**src/rtl/cache_pkg.sv**
```systemverilog
// Shared definitions for the camera pixel cache write side.
// The cache is a 16x16 write / 8x32 read SDPB split into two ping-pong
// halves of eight RGB565 pixels each.
package cache_pkg;

   localparam int CACHE_AW    = 4;
   localparam int HALF_PIXELS = 8;
   localparam int HALF_WORDS  = 4;
   localparam int PIX_W       = 16;

   typedef logic [PIX_W-1:0] pixel_t;
   typedef logic             half_sel_t;

   // The other ping-pong half.
   function automatic half_sel_t other_half(input half_sel_t h);
      return ~h;
   endfunction

endpackage

```
**src/rtl/cache_half_tracker.sv**
```systemverilog
// Tracks which ping-pong halves hold a complete set of eight pixels.
// Also tracks which half is offered to the PSRAM burst writer, and the
// frame pixel address of pixel 0 of each half.
// A half is only offered one cycle after it becomes full. That extra cycle
// lets the final registered cache write land before the consumer reads.
module cache_half_tracker
   import cache_pkg::*;
#(
   parameter int PADDR_W = 19
) (
   input  logic               clk,
   input  logic               reset,
   input  logic               set_en,
   input  logic               set_half,
   input  logic               cap_en,
   input  logic               cap_half,
   input  logic [PADDR_W-1:0] cap_addr,
   input  logic               rd_ack,
   output logic [1:0]         full,
   output logic               rd_req,
   output logic               rd_half,
   output logic [PADDR_W-1:0] rd_base
);

   logic [1:0]         ready;
   half_sel_t          rd_ptr;
   logic [PADDR_W-1:0] base [2];
   logic               ack_fire;
   logic [1:0]         ack_vec;
   logic [1:0]         set_vec;

   assign rd_req   = ready[rd_ptr];
   assign rd_half  = rd_ptr;
   assign rd_base  = base[rd_ptr];
   assign ack_fire = rd_ack & rd_req;

   // Decode the completing half and the acknowledged half into one-hot vectors.
   always_comb begin
      ack_vec = 2'b00;
      set_vec = 2'b00;
      if (ack_fire) begin
         ack_vec[rd_ptr] = 1'b1;
      end
      if (set_en) begin
         set_vec[set_half] = 1'b1;
      end
   end

   // Full/ready flags, the drain pointer and the per-half base addresses.
   // A completing half is always a non-full half. An acknowledged half is
   // always a full half, so both events can take effect in the same cycle.
   always_ff @(posedge clk) begin
      if (reset) begin
         full    <= 2'b00;
         ready   <= 2'b00;
         rd_ptr  <= 1'b0;
         base[0] <= '0;
         base[1] <= '0;
      end else begin
         full  <= (full & ~ack_vec) | set_vec;
         ready <= full & ~ack_vec;
         if (ack_fire) begin
            rd_ptr <= other_half(rd_ptr);
         end
         if (cap_en) begin
            base[cap_half] <= cap_addr;
         end
      end
   end

endmodule

```
**src/rtl/cache_fill_ctrl.sv**
```systemverilog
// Write-side controller for the camera pixel cache.
// It packs captured RGB565 pixels into two ping-pong halves. Each full half
// is handed to the PSRAM burst writer with the frame address of its first
// pixel. A pixel that arrives while its target half is still pending is
// dropped and flagged.
// Optional feature macro: CACHE_FILL_DROP_CNT_EN. When it is defined, this
// enables a saturating dropped-pixel counter on drop_cnt. When it is not
// defined, drop_cnt is tied to zero.
module cache_fill_ctrl
   import cache_pkg::*;
#(
   parameter int FRAME_PIXELS = 307200,
   parameter int PADDR_W      = 19
) (
   input  logic                clk,
   input  logic                reset,
   input  logic                frame_start,
   input  logic                pix_valid,
   input  logic [PIX_W-1:0]    pix_data,
   output logic                cache_cea,
   output logic [CACHE_AW-1:0] cache_ada,
   output logic [PIX_W-1:0]    cache_din,
   output logic                rd_req,
   output logic                rd_half,
   output logic [PADDR_W-1:0]  rd_base,
   input  logic                rd_ack,
   output logic                overflow,
   output logic [15:0]         drop_cnt
);

   localparam logic [2:0]         LAST_IDX  = 3'(HALF_PIXELS - 1);
   localparam logic [PADDR_W-1:0] LAST_ADDR = PADDR_W'(FRAME_PIXELS - 1);

   half_sel_t          wr_half;
   logic [2:0]         wr_idx;
   logic [PADDR_W-1:0] pix_addr;
   logic [PADDR_W-1:0] pix_addr_next;
   logic [1:0]         full;
   logic               accept;
   logic               drop;
   logic               half_done;
   logic               base_capture;

   // Classify the incoming pixel. frame_start takes priority and discards it.
   always_comb begin
      accept        = pix_valid & ~frame_start & ~full[wr_half];
      drop          = pix_valid & ~frame_start &  full[wr_half];
      half_done     = accept & (wr_idx == LAST_IDX);
      base_capture  = accept & (wr_idx == 3'd0);
      pix_addr_next = (pix_addr == LAST_ADDR) ? '0 : pix_addr + 1'b1;
   end

   // Register the cache write port and maintain the write counters.
   // pix_addr advances for dropped pixels too, so later pixels keep their
   // true frame position.
   always_ff @(posedge clk) begin
      if (reset) begin
         cache_cea <= 1'b0;
         cache_ada <= '0;
         cache_din <= '0;
         wr_half   <= 1'b0;
         wr_idx    <= '0;
         pix_addr  <= '0;
         overflow  <= 1'b0;
      end else begin
         cache_cea <= accept;
         if (accept) begin
            cache_ada <= {wr_half, wr_idx};
            cache_din <= pix_data;
         end
         if (frame_start) begin
            wr_idx   <= '0;
            pix_addr <= '0;
            overflow <= 1'b0;
         end else begin
            if (pix_valid) begin
               pix_addr <= pix_addr_next;
            end
            if (accept) begin
               wr_idx <= wr_idx + 3'd1;
               if (half_done) begin
                  wr_half <= other_half(wr_half);
               end
            end
            if (drop) begin
               overflow <= 1'b1;
            end
         end
      end
   end

`ifdef CACHE_FILL_DROP_CNT_EN
   logic [15:0] drop_cnt_q;

   // Count dropped pixels, saturating, cleared at each frame start.
   always_ff @(posedge clk) begin
      if (reset || frame_start) begin
         drop_cnt_q <= '0;
      end else if (drop && (drop_cnt_q != 16'hFFFF)) begin
         drop_cnt_q <= drop_cnt_q + 16'd1;
      end
   end

   assign drop_cnt = drop_cnt_q;
`else
   assign drop_cnt = '0;
`endif

   cache_half_tracker #(
      .PADDR_W (PADDR_W)
   ) u_tracker (
      .clk      (clk),
      .reset    (reset),
      .set_en   (half_done),
      .set_half (wr_half),
      .cap_en   (base_capture),
      .cap_half (wr_half),
      .cap_addr (pix_addr),
      .rd_ack   (rd_ack),
      .full     (full),
      .rd_req   (rd_req),
      .rd_half  (rd_half),
      .rd_base  (rd_base)
   );

endmodule

```
**config.mk**
```make
export PLATFORM = sky130hd
export DESIGN_NAME = cache_fill_ctrl
export DESIGN_NICKNAME = d
export VERILOG_FILES = /design/src/rtl/cache_pkg.sv /design/src/rtl/cache_half_tracker.sv /design/src/rtl/cache_fill_ctrl.sv
export SDC_FILE = /design/constraint.sdc
export NUM_CORES = 1
export LEC_CHECK = 0
export CAP_MARGIN = 10
export CORE_MARGIN = 1.5
export CORE_UTILIZATION = 45
export CTS_CLUSTER_DIAMETER = 150
export DETAILED_ROUTE_END_ITERATION = 12
export DONT_BUFFER_PORTS = 1
export SLEW_MARGIN = 40
export SYNTH_ARGS = -nofsm -noshare
export SYNTH_HDL_FRONTEND = slang
export SYNTH_SLANG_ARGS = --single-unit
```
**constraint.sdc**
```tcl
create_clock -name clk -period 2.3 [get_ports clk]
set_clock_uncertainty 0.2 [all_clocks]
set_input_delay 0.345 -clock clk [delete_from_list [all_inputs] [get_ports clk]]
set_output_delay 0.345 -clock clk [all_outputs]
set_load 0.05 [all_outputs]
```
==> out/qor.csv <==
metric,value,unit
die area,0.00927,mm2
XOR/XNOR Fraction of Synth Area,2.91,%
Pwr Density,674,mW/mm2
worst hold stages,3,
largest net degree at the start of global routing,27,
CTS Buffer Depth,2,
first-pass GRT wire length,11800,um
GRT Total Usage,16.8,%
total CTS buffers,9,
H-tree levels,3,
CP max-delay cell,or4_4,
#FFs+latches synth,89,
Core Box Area,0.00834,mm2
status,completed,
Synth Instances,372,
WL/cell,14.6,um
nets@finish,424,
Hold Crit Start,pix_valid,
cells along the critical path,nand4_4 -> or4_4 -> or4_4 -> a21oi_2,
Synth Flop Type,dfxtp_1,
mean number of vias per cell,5.25,
io pins,80,
most frequent cells in the layout,"nand2_1 (55), dfxtp_1 (50), edfxtp_1 (38), and2_1 (31), a21oi_1 (30)",
R2R cell count,4,
WS Path Type,flip-flop to flip-flop,
First-pass DRT Iterations,4,
RSZ-0062 raised after global routing,false,
clk_lat worst skew,0.35,ns
final slew viol count,0,
Synth Area in Compound Gates,6.81,%
Die Ht,96.3,um
fin area,0.00435,mm2
CP Data Required Time,2.39,ns
"Top cell by count, worst path",or4_4,
largest family of logic cells by synthesized area,simple AND/OR/NAND/NOR gates,
reg2reg start,pix_addr[5]$_SDFFE_PP0P_,
Crit Path Max Fanout,9,
async set-reset flop share out of synthesis,0,%
CTS tree,yes,
Post-synth EDFFs,38,
"Distinct cells, synth",45,
adder-cell area share of the yosys netlist,1.92,%
Slew HR,64.7,%
fmax,469,MHz
ratio of cells with drive above 1 in the final layout,16.2,%
Hold Crit Endpoint,pix_addr[2]$_SDFFE_PP0P_,
Root Driver,clkbuf_8,
Post-Syn Area,0.00392,mm2
R2R Path End,pix_addr[17]$_SDFFE_PP0P_,
critical path's top delay family,simple AND/OR/NAND/NOR gates,
routed via count,2661,
diodes inserted,0,
register area share after synthesis,55.2,%
Antenna Nets Post-Route,0,
Hold Path Class,primary input to flip-flop,
Setup Viol. Count Final,0,
Simple-Gate Fraction of Synth Area,20.9,%
Final Critical Period,2.13,ns
static leakage,1.56,nW
worst path bufs/invs,0,
"most common cell after layout, fill and taps aside",nand2_1,
worst vdd ir,334,uV
I/O Buffers,0,
GPL Wtd Cong,0.786,
Area Overhead vs Synth,11.2,%
Setup TNS,0,ns
initial antenna violation count,0,
dpl hpwl,4860,um
type of element capturing the critical path,flip-flop,
slew of the pin with the lowest slew margin,0.528,ns
Worst-path clk slew,0.08,ns
Congestion Overflow GR,0,
DP Area,0.00400,mm2
Synthesis Warnings,0,
final period utilization,92.7,%
final hold violations,0,
mux contribution to synthesized area,6.30,%
Syn Area/Cell,10.5,um2
Rows,33,
Iter 0 DRT Violations,93,
Clock Sinks,89,
Startpoint Class,flip-flop,
Slowest Stage Delay on Critical Path,0.57,ns
DIE WIDTH,96.3,um
Initial Utilization,46.9,%
Remaining DRCs,0,
max cap viols,0,
fill count,785,
vias in the first global route,2453,
Worst Path Arrival,2.22,ns
reg2reg setup slack,0.17,ns
Post-Route WL,7410,um
worst min-delay path, stage by stage:
cell,delay [ns]
nand2_1,0.05
xnor2_1,0.07
nor2_1,0.07
cells in the mapped netlist, types with 4 or more instances:
library cell | number | area [um2]
a21oi_1 | 30 | 150
nand2_1 | 55 | 206
inv_1 | 7 | 26.3
nor2_1 | 20 | 75.1
ha_1 | 6 | 75.1
edfxtp_1 | 38 | 1140
nand4_1 | 4 | 25.0
nor4_1 | 11 | 68.8
o21ai_0 | 5 | 25.0
mux2_2 | 21 | 236
and2_1 | 31 | 194
xnor2_1 | 10 | 87.6
clkbuf_1 | 12 | 45.0
nor3_1 | 4 | 20.0
or2_2 | 5 | 31.3
buf_4 | 16 | 120
dfxtp_1 | 51 | 1020
cells by family (layout without fill, tap and decap cells):
family,Yosys count,after routing
adders and majority gates,6,6
DFF,89,89
and+or+nand+nor,155,155
muxes,22,22
buffers and inverters,40,55
xor gates and xnor gates,13,13
AOI/OAI and AO/OA,46,46
other,1,16
metal layers:
metal | share of wire [%] | up-vias | track usage (%)
met2 | 46 | 76 | 26.5
met5 | 0 | - | 0
li1 | - | 1308 | -
met3 | 6.3 | 8 | 4.74
met1 | 46 | 1269 | 22.1
met4 | 1.2 | 0 | 5.64
sequential cells by signal, indices dropped and copies added, names as in the netlist, named ones only:
register           count
u_tracker.base        38
u_tracker.full         2
cache_din             16
cache_ada              4
u_tracker.rd_half      1
wr_half                1
overflow               1
pix_addr              19
cache_cea              1
wr_idx                 3
u_tracker.ready        2
per-stage QoR:
stage | setup WS (ns) | power [mW] | hold slack, ns | cells | utilization, %
floorplan | 0.108 | 2.00 | 0.224 | 387 | -
global placement | 0.203 | 1.99 | 0.216 | 472 | 47.9
detailed placement | 0.156 | 1.99 | 0.217 | 472 | 47.9
CTS | 0.125 | 2.96 | 0.0117 | 507 | 52.2
global route | 0.0382 | 3.03 | 0.0404 | 507 | 52.2
finish | 0.167 | 2.93 | 0.0194 | 507 | 52.2
power by group:
part	switching, mW	internal [mW]
Sequential	0.0647	1.68
Clock	0.522	0.423
Combinational	0.185	0.0561
repair_timing:
action | in CTS | in global routing
hold endpoints to repair | 28 | 0
gates resized for setup | 0 | 1
buffers inserted | 0 | 0
endpoints found under the setup margin | 0 | 1
hold buffers | 19 | 0
cell type report:
type                            instances  area [um2]  share of cell area (%)
Tap cell                              105         131                    3.02
Inverter                                7        26.3                   0.604
Timing Repair Buffer                   32         283                    6.50
Sequential cell                        89        2160                    49.7
Clock inverter                          3        18.8                   0.431
Multi-Input combinational cell        258        1580                    36.3
Clock buffer                           13         149                    3.42
how the worst max path moves through the flow:
| stage | startpoint | endpoint | slack, ns | depth (start not counted) |
|---|---|---|---|---|
| floorplan | u_tracker.rd_half$_SDFFE_PP0P_ | u_tracker.full[0]$_SDFF_PP0_ | 0.11 | 5 |
| global placement | pix_addr[3]$_SDFFE_PP0P_ | pix_addr[17]$_SDFFE_PP0P_ | 0.20 | 4 |
| detailed placement | pix_addr[3]$_SDFFE_PP0P_ | pix_addr[17]$_SDFFE_PP0P_ | 0.16 | 4 |
| CTS | pix_addr[3]$_SDFFE_PP0P_ | pix_addr[17]$_SDFFE_PP0P_ | 0.12 | 4 |
| global route | pix_addr[4]$_SDFFE_PP0P_ | pix_addr[17]$_SDFFE_PP0P_ | 0.04 | 4 |
| finish | pix_addr[5]$_SDFFE_PP0P_ | pix_addr[17]$_SDFFE_PP0P_ | 0.17 | 4 |
(Power assumes the default switching activity.)
